File: src/rtl/tinytpu_pkg.sv
// Shared types and helpers for the serial matrix-multiply unit.
// Used by tinytpu_serial_mxu and tinytpu_mac.
package tinytpu_pkg;

  typedef enum logic [1:0] {
    IDLE    = 2'd0,
    LOAD    = 2'd1,
    COMPUTE = 2'd2,
    TX      = 2'd3
  } state_t;

  // Smallest result width that holds an N-term sum of D_W x D_W products
  function automatic int default_acc_w(input int d_w, input int n);
    return 2 * d_w + $clog2(n);
  endfunction

  // Bit offset of element idx inside a flattened matrix that was shifted in
  // MSB-first, row-major, so element 0 sits at the top of the vector
  function automatic int elem_offset(input int idx, input int w, input int n_elems);
    return (n_elems - 1 - idx) * w;
  endfunction

endpackage

File: src/rtl/tinytpu_mac.sv
// Registered multiply-accumulate: sum = acc + a*b, acc clears after the last
// term of a dot product. Macro TINYTPU_SIGNED_EN selects two's-complement
// operands with sign-extended products; otherwise everything is unsigned.
module tinytpu_mac
  import tinytpu_pkg::*;
#(
  parameter int D_W   = 8,
  parameter int ACC_W = 17
) (
  input  logic             clk,
  input  logic             rst,
  input  logic             en,
  input  logic             last,
  input  logic [D_W-1:0]   a,
  input  logic [D_W-1:0]   b,
  output logic [ACC_W-1:0] sum
);

  logic [ACC_W-1:0] acc_reg;
  logic [ACC_W-1:0] prod_ext;

`ifdef TINYTPU_SIGNED_EN
  logic signed [2*D_W-1:0] a_ext;
  logic signed [2*D_W-1:0] b_ext;
  logic signed [2*D_W-1:0] prod;
  assign a_ext    = (2*D_W)'($signed(a));
  assign b_ext    = (2*D_W)'($signed(b));
  assign prod     = a_ext * b_ext;
  assign prod_ext = ACC_W'(prod);
`else
  logic [2*D_W-1:0] prod;
  assign prod     = (2*D_W)'(a) * (2*D_W)'(b);
  assign prod_ext = ACC_W'(prod);
`endif

  // Running total including this cycle's product; wraps modulo 2^ACC_W
  assign sum = acc_reg + prod_ext;

  // Hold the partial dot product; restart from zero after its last term
  always_ff @(posedge clk) begin
    if (rst) begin
      acc_reg <= '0;
    end else if (en) begin
      acc_reg <= last ? '0 : sum;
    end
  end

endmodule

File: src/rtl/tinytpu_serial_mxu.sv
// Serial NxN matrix multiplier: shifts in X and Y bit-serially, computes
// Z = X*Y (or Z += X*Y) with one iterated MAC, then streams Z out MSB-first.
// Macro TINYTPU_SIGNED_EN (in tinytpu_mac) enables two's-complement arithmetic.
module tinytpu_serial_mxu
  import tinytpu_pkg::*;
#(
  parameter int D_W   = 8,
  parameter int N     = 2,
  parameter int ACC_W = default_acc_w(D_W, N)
) (
  input  logic clk,
  input  logic rst,
  input  logic data_in_x,
  input  logic data_in_y,
  input  logic load_en,
  input  logic init,
  input  logic acc_mode,
  output logic data_out_z,
  output logic tx_ready,
  output logic busy,
  output logic done
);

  localparam int NE    = N * N;
  localparam int TOTAL = NE * D_W;
  localparam int CW    = $clog2(N);
  localparam int EW    = $clog2(NE);
  localparam int BW    = $clog2(ACC_W);
  localparam int LW    = $clog2(TOTAL + 1);

  state_t           state_reg;
  logic [TOTAL-1:0] x_reg;
  logic [TOTAL-1:0] y_reg;
  logic [ACC_W-1:0] z_reg [NE];
  logic [LW-1:0]    load_cnt_reg;
  logic             loaded_reg;
  logic             acc_mode_reg;
  logic [CW-1:0]    i_reg, j_reg, k_reg;
  logic [EW-1:0]    tx_elem_reg;
  logic [BW-1:0]    tx_bit_reg;

  // Element views of the flattened operand shift registers
  logic [D_W-1:0] x_elem [NE];
  logic [D_W-1:0] y_elem [NE];
  for (genvar gi = 0; gi < NE; gi++) begin : g_elem
    assign x_elem[gi] = x_reg[elem_offset(gi, D_W, NE) +: D_W];
    assign y_elem[gi] = y_reg[elem_offset(gi, D_W, NE) +: D_W];
  end

  logic [EW-1:0]    x_idx, y_idx, z_idx;
  logic             k_last, j_last, i_last;
  logic [ACC_W-1:0] mac_sum;
  logic [EW-1:0]    tx_elem_next;
  logic [BW-1:0]    tx_bit_next;

  assign x_idx  = EW'(i_reg) * EW'(N) + EW'(k_reg);
  assign y_idx  = EW'(k_reg) * EW'(N) + EW'(j_reg);
  assign z_idx  = EW'(i_reg) * EW'(N) + EW'(j_reg);
  assign k_last = (k_reg == CW'(N - 1));
  assign j_last = (j_reg == CW'(N - 1));
  assign i_last = (i_reg == CW'(N - 1));

  assign tx_bit_next  = (tx_bit_reg == '0) ? BW'(ACC_W - 1) : tx_bit_reg - BW'(1);
  assign tx_elem_next = (tx_bit_reg == '0) ? tx_elem_reg + EW'(1) : tx_elem_reg;

  tinytpu_mac #(
    .D_W   (D_W),
    .ACC_W (ACC_W)
  ) u_mac (
    .clk  (clk),
    .rst  (rst),
    .en   (state_reg == COMPUTE),
    .last (k_last),
    .a    (x_elem[x_idx]),
    .b    (y_elem[y_idx]),
    .sum  (mac_sum)
  );

  // Control FSM with operand shifting, Z write-back and the Z serialiser
  always_ff @(posedge clk) begin
    if (rst) begin
      state_reg    <= IDLE;
      x_reg        <= '0;
      y_reg        <= '0;
      for (int e = 0; e < NE; e++) z_reg[e] <= '0;
      load_cnt_reg <= '0;
      loaded_reg   <= 1'b0;
      acc_mode_reg <= 1'b0;
      i_reg        <= '0;
      j_reg        <= '0;
      k_reg        <= '0;
      tx_elem_reg  <= '0;
      tx_bit_reg   <= '0;
      data_out_z   <= 1'b0;
      tx_ready     <= 1'b0;
      busy         <= 1'b0;
      done         <= 1'b0;
    end else begin
      done <= 1'b0;
      case (state_reg)
        IDLE: begin
          if (init) begin
            state_reg    <= COMPUTE;
            busy         <= 1'b1;
            acc_mode_reg <= acc_mode;
            i_reg        <= '0;
            j_reg        <= '0;
            k_reg        <= '0;
          end else if (load_en) begin
            x_reg        <= {x_reg[TOTAL-2:0], data_in_x};
            y_reg        <= {y_reg[TOTAL-2:0], data_in_y};
            loaded_reg   <= 1'b0;
            load_cnt_reg <= LW'(1);
            state_reg    <= LOAD;
          end
        end
        LOAD: begin
          // loaded_reg is clear throughout LOAD; it guards against overrun
          if (load_en && !loaded_reg) begin
            x_reg <= {x_reg[TOTAL-2:0], data_in_x};
            y_reg <= {y_reg[TOTAL-2:0], data_in_y};
            if (load_cnt_reg == LW'(TOTAL - 1)) begin
              loaded_reg   <= 1'b1;
              load_cnt_reg <= '0;
              state_reg    <= IDLE;
            end else begin
              load_cnt_reg <= load_cnt_reg + LW'(1);
            end
          end
        end
        COMPUTE: begin
          if (k_last) begin
            z_reg[z_idx] <= acc_mode_reg ? z_reg[z_idx] + mac_sum : mac_sum;
          end
          k_reg <= k_last ? '0 : k_reg + CW'(1);
          if (k_last) j_reg <= j_last ? '0 : j_reg + CW'(1);
          if (k_last && j_last) i_reg <= i_last ? '0 : i_reg + CW'(1);
          if (k_last && j_last && i_last) begin
            // Z[0][0] was written N*N*(N-1)+... cycles ago, so it is final here
            state_reg   <= TX;
            tx_ready    <= 1'b1;
            tx_elem_reg <= '0;
            tx_bit_reg  <= BW'(ACC_W - 1);
            data_out_z  <= z_reg[0][ACC_W-1];
          end
        end
        TX: begin
          if (tx_elem_reg == EW'(NE - 1) && tx_bit_reg == '0) begin
            state_reg  <= IDLE;
            busy       <= 1'b0;
            tx_ready   <= 1'b0;
            data_out_z <= 1'b0;
            done       <= 1'b1;
          end else begin
            tx_elem_reg <= tx_elem_next;
            tx_bit_reg  <= tx_bit_next;
            data_out_z  <= z_reg[tx_elem_next][tx_bit_next];
          end
        end
        default: state_reg <= IDLE;
      endcase
    end
  end

endmodule

File: config.mk
export PLATFORM = sky130hd
export DESIGN_NAME = tinytpu_serial_mxu
export DESIGN_NICKNAME = d
export VERILOG_FILES = /design/src/rtl/tinytpu_pkg.sv /design/src/rtl/tinytpu_mac.sv /design/src/rtl/tinytpu_serial_mxu.sv
export SDC_FILE = /design/constraint.sdc
export NUM_CORES = 1
export LEC_CHECK = 0
export BUFFER_PORTS_ARGS = -buffer_cell sky130_fd_sc_hd__buf_4
export CAP_MARGIN = 20
export CORE_MARGIN = 10
export CORE_UTILIZATION = 50
export CTS_CLUSTER_DIAMETER = 150
export DETAILED_ROUTE_END_ITERATION = 10
export PLACE_DENSITY_LB_ADDON = 0.05
export SLEW_MARGIN = 30
export SYNTH_ARGS = -nofsm -noshare
export SYNTH_HDL_FRONTEND = slang
export SYNTH_SLANG_ARGS = --single-unit
File: constraint.sdc
create_clock -name clk -period 6.9 [get_ports clk]
set_input_delay 1.38 -clock clk [delete_from_list [all_inputs] [get_ports clk]]
set_output_delay 1.38 -clock clk [all_outputs]
set_load 0.005 [all_outputs]
# == After elaboration in Yosys (flattened, before gate mapping) ==
# Memory sizes are Yosys's and may differ from the RTL's.
# Index checks and enable logic that the tools add are counted.
# totals
n_memories,1
reg_bits,105
wordCells,145
mem_bits_rw,68
output_inout_bits,4
# op_classes
multipliers,1
n_mux,70
eq_ne,16
reduce_logical,24
addsub,11
n_lt_le_gt_ge,3
bitwise_logic,3
# memory_table
memory,words,width,read_ports,rd_clocked_by_memory_dff,write_ports,line,text
z_reg,4,17,3,0,4,tinytpu_serial_mxu.sv:34,logic [ACC_W-1:0] z_reg [NE];
# op_table
op,count
2-to-1 mux 32 bit,6
case mux 32 bit (2 select lines),2
2-to-1 mux 17 bit,3
binary-select mux 8 bit (select 2 bit),2
2-to-1 mux 8 bit,4
2-to-1 mux 1 bit,24
2-to-1 mux 6 bit,4
2-to-1 mux 2 bit,10
"!= test 2 bit, second input constant",10
adder 17 x 16 -> 17 bit,1
adder 17 bit,1
OR reduction 17 bit,1
multiplier 8 x 8 -> 16 bit,1
2-to-1 mux 5 bit,3
AND reduction 3 bit,5
case mux 1 bit (2 select lines),7
case mux 6 bit (2 select lines),1
case mux 5 bit (2 select lines),1
AND reduction 5 bit,2
case mux 2 bit (4 select lines),1
nonzero test 2 bit,4
adder 2 x 1 -> 2 bit,3
"adder 6 x 1 -> 6 bit, second input constant",1
"== test 2 bit, second input constant",3
other kinds (19),28

# == Logic depth before layout (Yosys ltp) ==
# logic_depth
ltp_word,10
depth_mapped,26

# == By module ==
# From an unflattened synthesis, not the netlist that was laid out.
# unflattened
cells_unflattened,1242
hier_area_um2,11623.6
# by_module_without_submodules
mod,seq_area_each_um2,area_per_inst_um2,cells_per_inst,instances
tinytpu_serial_mxu,3803.6,8393.0,870,1
tinytpu_mac,340.3,3230.6,372,1

# == Least setup slack after synthesis ==
# OpenSTA, ideal clock, no wires.
# synth_timing
path_kind,register -> register
startpoint,reg j_reg (netlist: j_last)
endpoint,mem z_reg[2][16] (data pin)
stages_incl_launch_ff,25
period_less_slack_ns,6.832
slack_ns,0.068
arrival_ns,6.572
cell_sequence,dfxtp_1 clkbuf_1 buf_1 mux4_2 and2_1 fa_1 fa_1 fa_1 inv_1 fa_1 inv_1 ha_1 a21o_1 a31o_2 a211oi_1 nor2_1 xnor2_1 ha_1 nand2_1 o21ai_0 or3_1 o311ai_1 nor3_2 xnor2_2 nor2_1
# synth_rtl
item,line,text
"start, declared",tinytpu_serial_mxu.sv:38,"logic [CW-1:0] i_reg, j_reg, k_reg;"
"start signal, assigned",tinytpu_serial_mxu.sv:136,if (k_last) j_reg <= j_last ? '0 : j_reg + CW'(1);
"end, declared",tinytpu_serial_mxu.sv:34,

==> reports/qor.yml <==
io_pins: 11
mostFrequentLayoutCell: "nand2_1"
drc: 0
coreArea_mm2: 0.0226
cap_violations: 0
cp-start-kind: "flop"
cts_tree: "yes"
cp.required_ns: 7.09
crit_top_cell: "fa_1"
period_share_pct: 96.8
gp_congestion: 0.905
clkSinkCount: 173
synth.avg_cell_area_um2: 9.34
arrival_ns: 6.87
grt_pass1_wl_um: 47100
cts-root-buf: "clkbuf_16"
p_sw_mw: 0.614
clock_tree.buffer_depth: 2
synth_top_flop_cell: "dfxtp_1"
switching_share_pct: 27.5
hold_class: "reg -> reg"
synth_cells: 1229
seqPwrFrac_pct: 49.1
largest_reg_flops: 68
htree_levels: 4
status: "finished, final reports clean"
clock_latency_ns: 0.45
gr-usage-all-layers_pct: 20.4
power.density_mw_per_mm2: 177
fin_crit_ns: 6.68
gr-total-overflow: 0
cts_buffers: 17
p_comb_share_pct: 7.5
worst_slew_pin_slew_ns: 0.956
drive_gt1_share_pct: 13.1
yosys_warnings: 0
fmax_mhz: 150
synth.distinct_cells: 69
path_max_fanout: 14
setup_violations: 0
crit_chain: "buf_12 -> buf_4 -> mux4_2 -> and2_1 -> fa_1 -> fa_1 -> fa_1 -> inv_1 -> fa_1 -> inv_1 -> ha_2 -> a21o_1 -> a31o_2 -> a211oi_2 -> xnor2_2 -> ha_1 -> a21oi_1 -> o21ai_1 -> or3_1 -> o311ai_2 -> nor3_2 -> xnor2_2 -> nor2_1"
ys_seq_area_share_pct: 36.1
drtIter0Drc: 693
routedWlPerCell_um: 19.1
synth-edff-count: 68
crit_path_max_incr_delay_ns: 0.60
rsz0062_at_grt: "yes"
dp_cells: 1486
ys_seq_elements: 173
crit_slowest_cell: "mux4_2"
ant_nets: 0
relSlewSlack_pct: 36.2
vias_per_cell: 5.75
fp.dieH_um: 172
skew_ns: 0.0207
hold_viol_final: 0
antenna_found_initial: 0
synth_fp_nets: 1343
finalSetupTns_ns: 0
start_util_pct: 50.7
final_cells: 1528
vdd_drop_max_v: 0.000138
num_vias: 8780
slew_violations: 0
area_growth_pct: 9.94
n_fill_cell: 2062
wl_um: 29100
die-area_mm2: 0.0294
p_clk_share_pct: 43.5
final_cell_mix: "185 x nand2_1, 121 x nor2_1, 113 x inv_1"
dp_hpwl_um: 20600
end_kind: "flop"
placement.io_buffers: 10
multiInputGateArea_mm2: 0.00678
leakage_nw: 4.96
synthArstFlopShare_pct: 0
first_pass_iters: 6
grt_max_degree: 94
p_int_mw: 1.62
regArea_mm2: 0.00415
grt_pass1_vias: 8426
std_cell_rows: 55
clk_pin_slew_ns: 0.08
nNetsFinal: 1344
criticalPathCategory: "reg -> reg"
regToRegSetupSlack_ns: 0.22
die_x_um: 172
diodes: 0
syn_area_mm2: 0.0115
[area by class of cell]
type                    count  share of cell area, %
repair buffers             43                   2.69
inverters                 113                   3.36
clock inverters            15                   1.17
flip-flops and latches    173                   32.9
well taps                 285                   2.82
clock buffers              17                   3.37
multi-input cells         882                   53.7
[cell families after synthesis]
kind of cell	after synthesis	share of synthesized area (%)
adder cells (fa/ha/maj)	107	15.0
buffers and inverters	174	5.89
AO/OA/AOI/OAI	232	12.5
flip-flops	173	36.1
multiplexers	71	10.6
XOR/XNOR	31	2.49
AND/OR/NAND/NOR	441	17.4
[worst max-delay path, delay by kind of cell, from the launching register on]
kind                     cells  cell delay (ns)
adder cells (fa/ha/maj)      6             2.56
AO/OA/AOI/OAI                6             1.30
AND/OR/NAND/NOR              4             0.75
multiplexers                 1             0.60
XOR/XNOR                     2             0.44
buffers and inverters        4             0.39
flip-flops                   1             0.37
[synth_stat cells, types with 23 or more instances]
| library cell | n | area share [%] |
|---|---|---|
| nand2_1 | 186 | 6.1 |
| nor2_1 | 122 | 4.0 |
| inv_1 | 113 | 3.7 |
| a21oi_1 | 112 | 4.9 |
| dfxtp_1 | 105 | 18 |
| edfxtp_1 | 68 | 18 |
| ha_1 | 56 | 6.1 |
| fa_1 | 51 | 8.9 |
| clkbuf_1 | 47 | 1.5 |
| mux4_2 | 40 | 7.8 |
| and2_1 | 35 | 1.9 |
| o21ai_0 | 28 | 1.2 |
| mux2i_1 | 23 | 2.0 |
[layer usage]
layer	share of wire, %	up-vias	global-route usage, %
met3	5.0	36	3.85
li1	-	4220	-
met2	46	218	31.5
met5	0	-	0
met4	1.9	0	5.90
met1	47	4306	28.6
[timing repair]
item                                    in CTS  in global routing
resized for setup                            0                 19
hold buffers                                 0                  0
setup buffers                                0                 10
endpoints found under the setup margin       0                 13
[stage by stage]
| step | setup slack, ns | power [mW] | cell area, µm² | hold slack [ns] | util, % |
|---|---|---|---|---|---|
| 6_report | 0.222 | 2.23 | 12600 | 0.465 | 55.8 |
| 4_1_cts | 0.0608 | 2.24 | 12400 | 0.463 | 55.0 |
| 5_1_grt | -0.0527 | 2.30 | 12600 | 0.491 | 55.8 |
| 2_1_floorplan | 0.0682 | 1.23 | 11500 | 0.433 | - |
| 3_5_place_dp | 0.0976 | 1.28 | 11900 | 0.452 | 52.4 |
| 3_3_place_gp | 0.196 | 1.28 | 11900 | 0.448 | 52.4 |
[power groups by stage]
stage | Clock (mW) | Combinational (mW) | Sequential [mW]
2_1_floorplan | 0 | 0.118 | 1.11
3_3_place_gp | 0 | 0.160 | 1.12
4_1_cts | 0.988 | 0.161 | 1.09
3_5_place_dp | 0 | 0.161 | 1.12
6_report | 0.970 | 0.166 | 1.09
5_1_grt | 1.02 | 0.182 | 1.10
[path summary, 6_finish.rpt]
path | endpoint | depth (start not counted) | start
worst max-delay path | z_reg[2][16] | 23 | k_last
worst min-delay path | x_elem[31] | 2 | x_elem[31]
worst max register to register | z_reg[2][16] | 23 | k_last
worst min register to register | x_elem[31] | 2 | x_elem[31]
No activity file was read; power rests on OpenSTA's default activity.
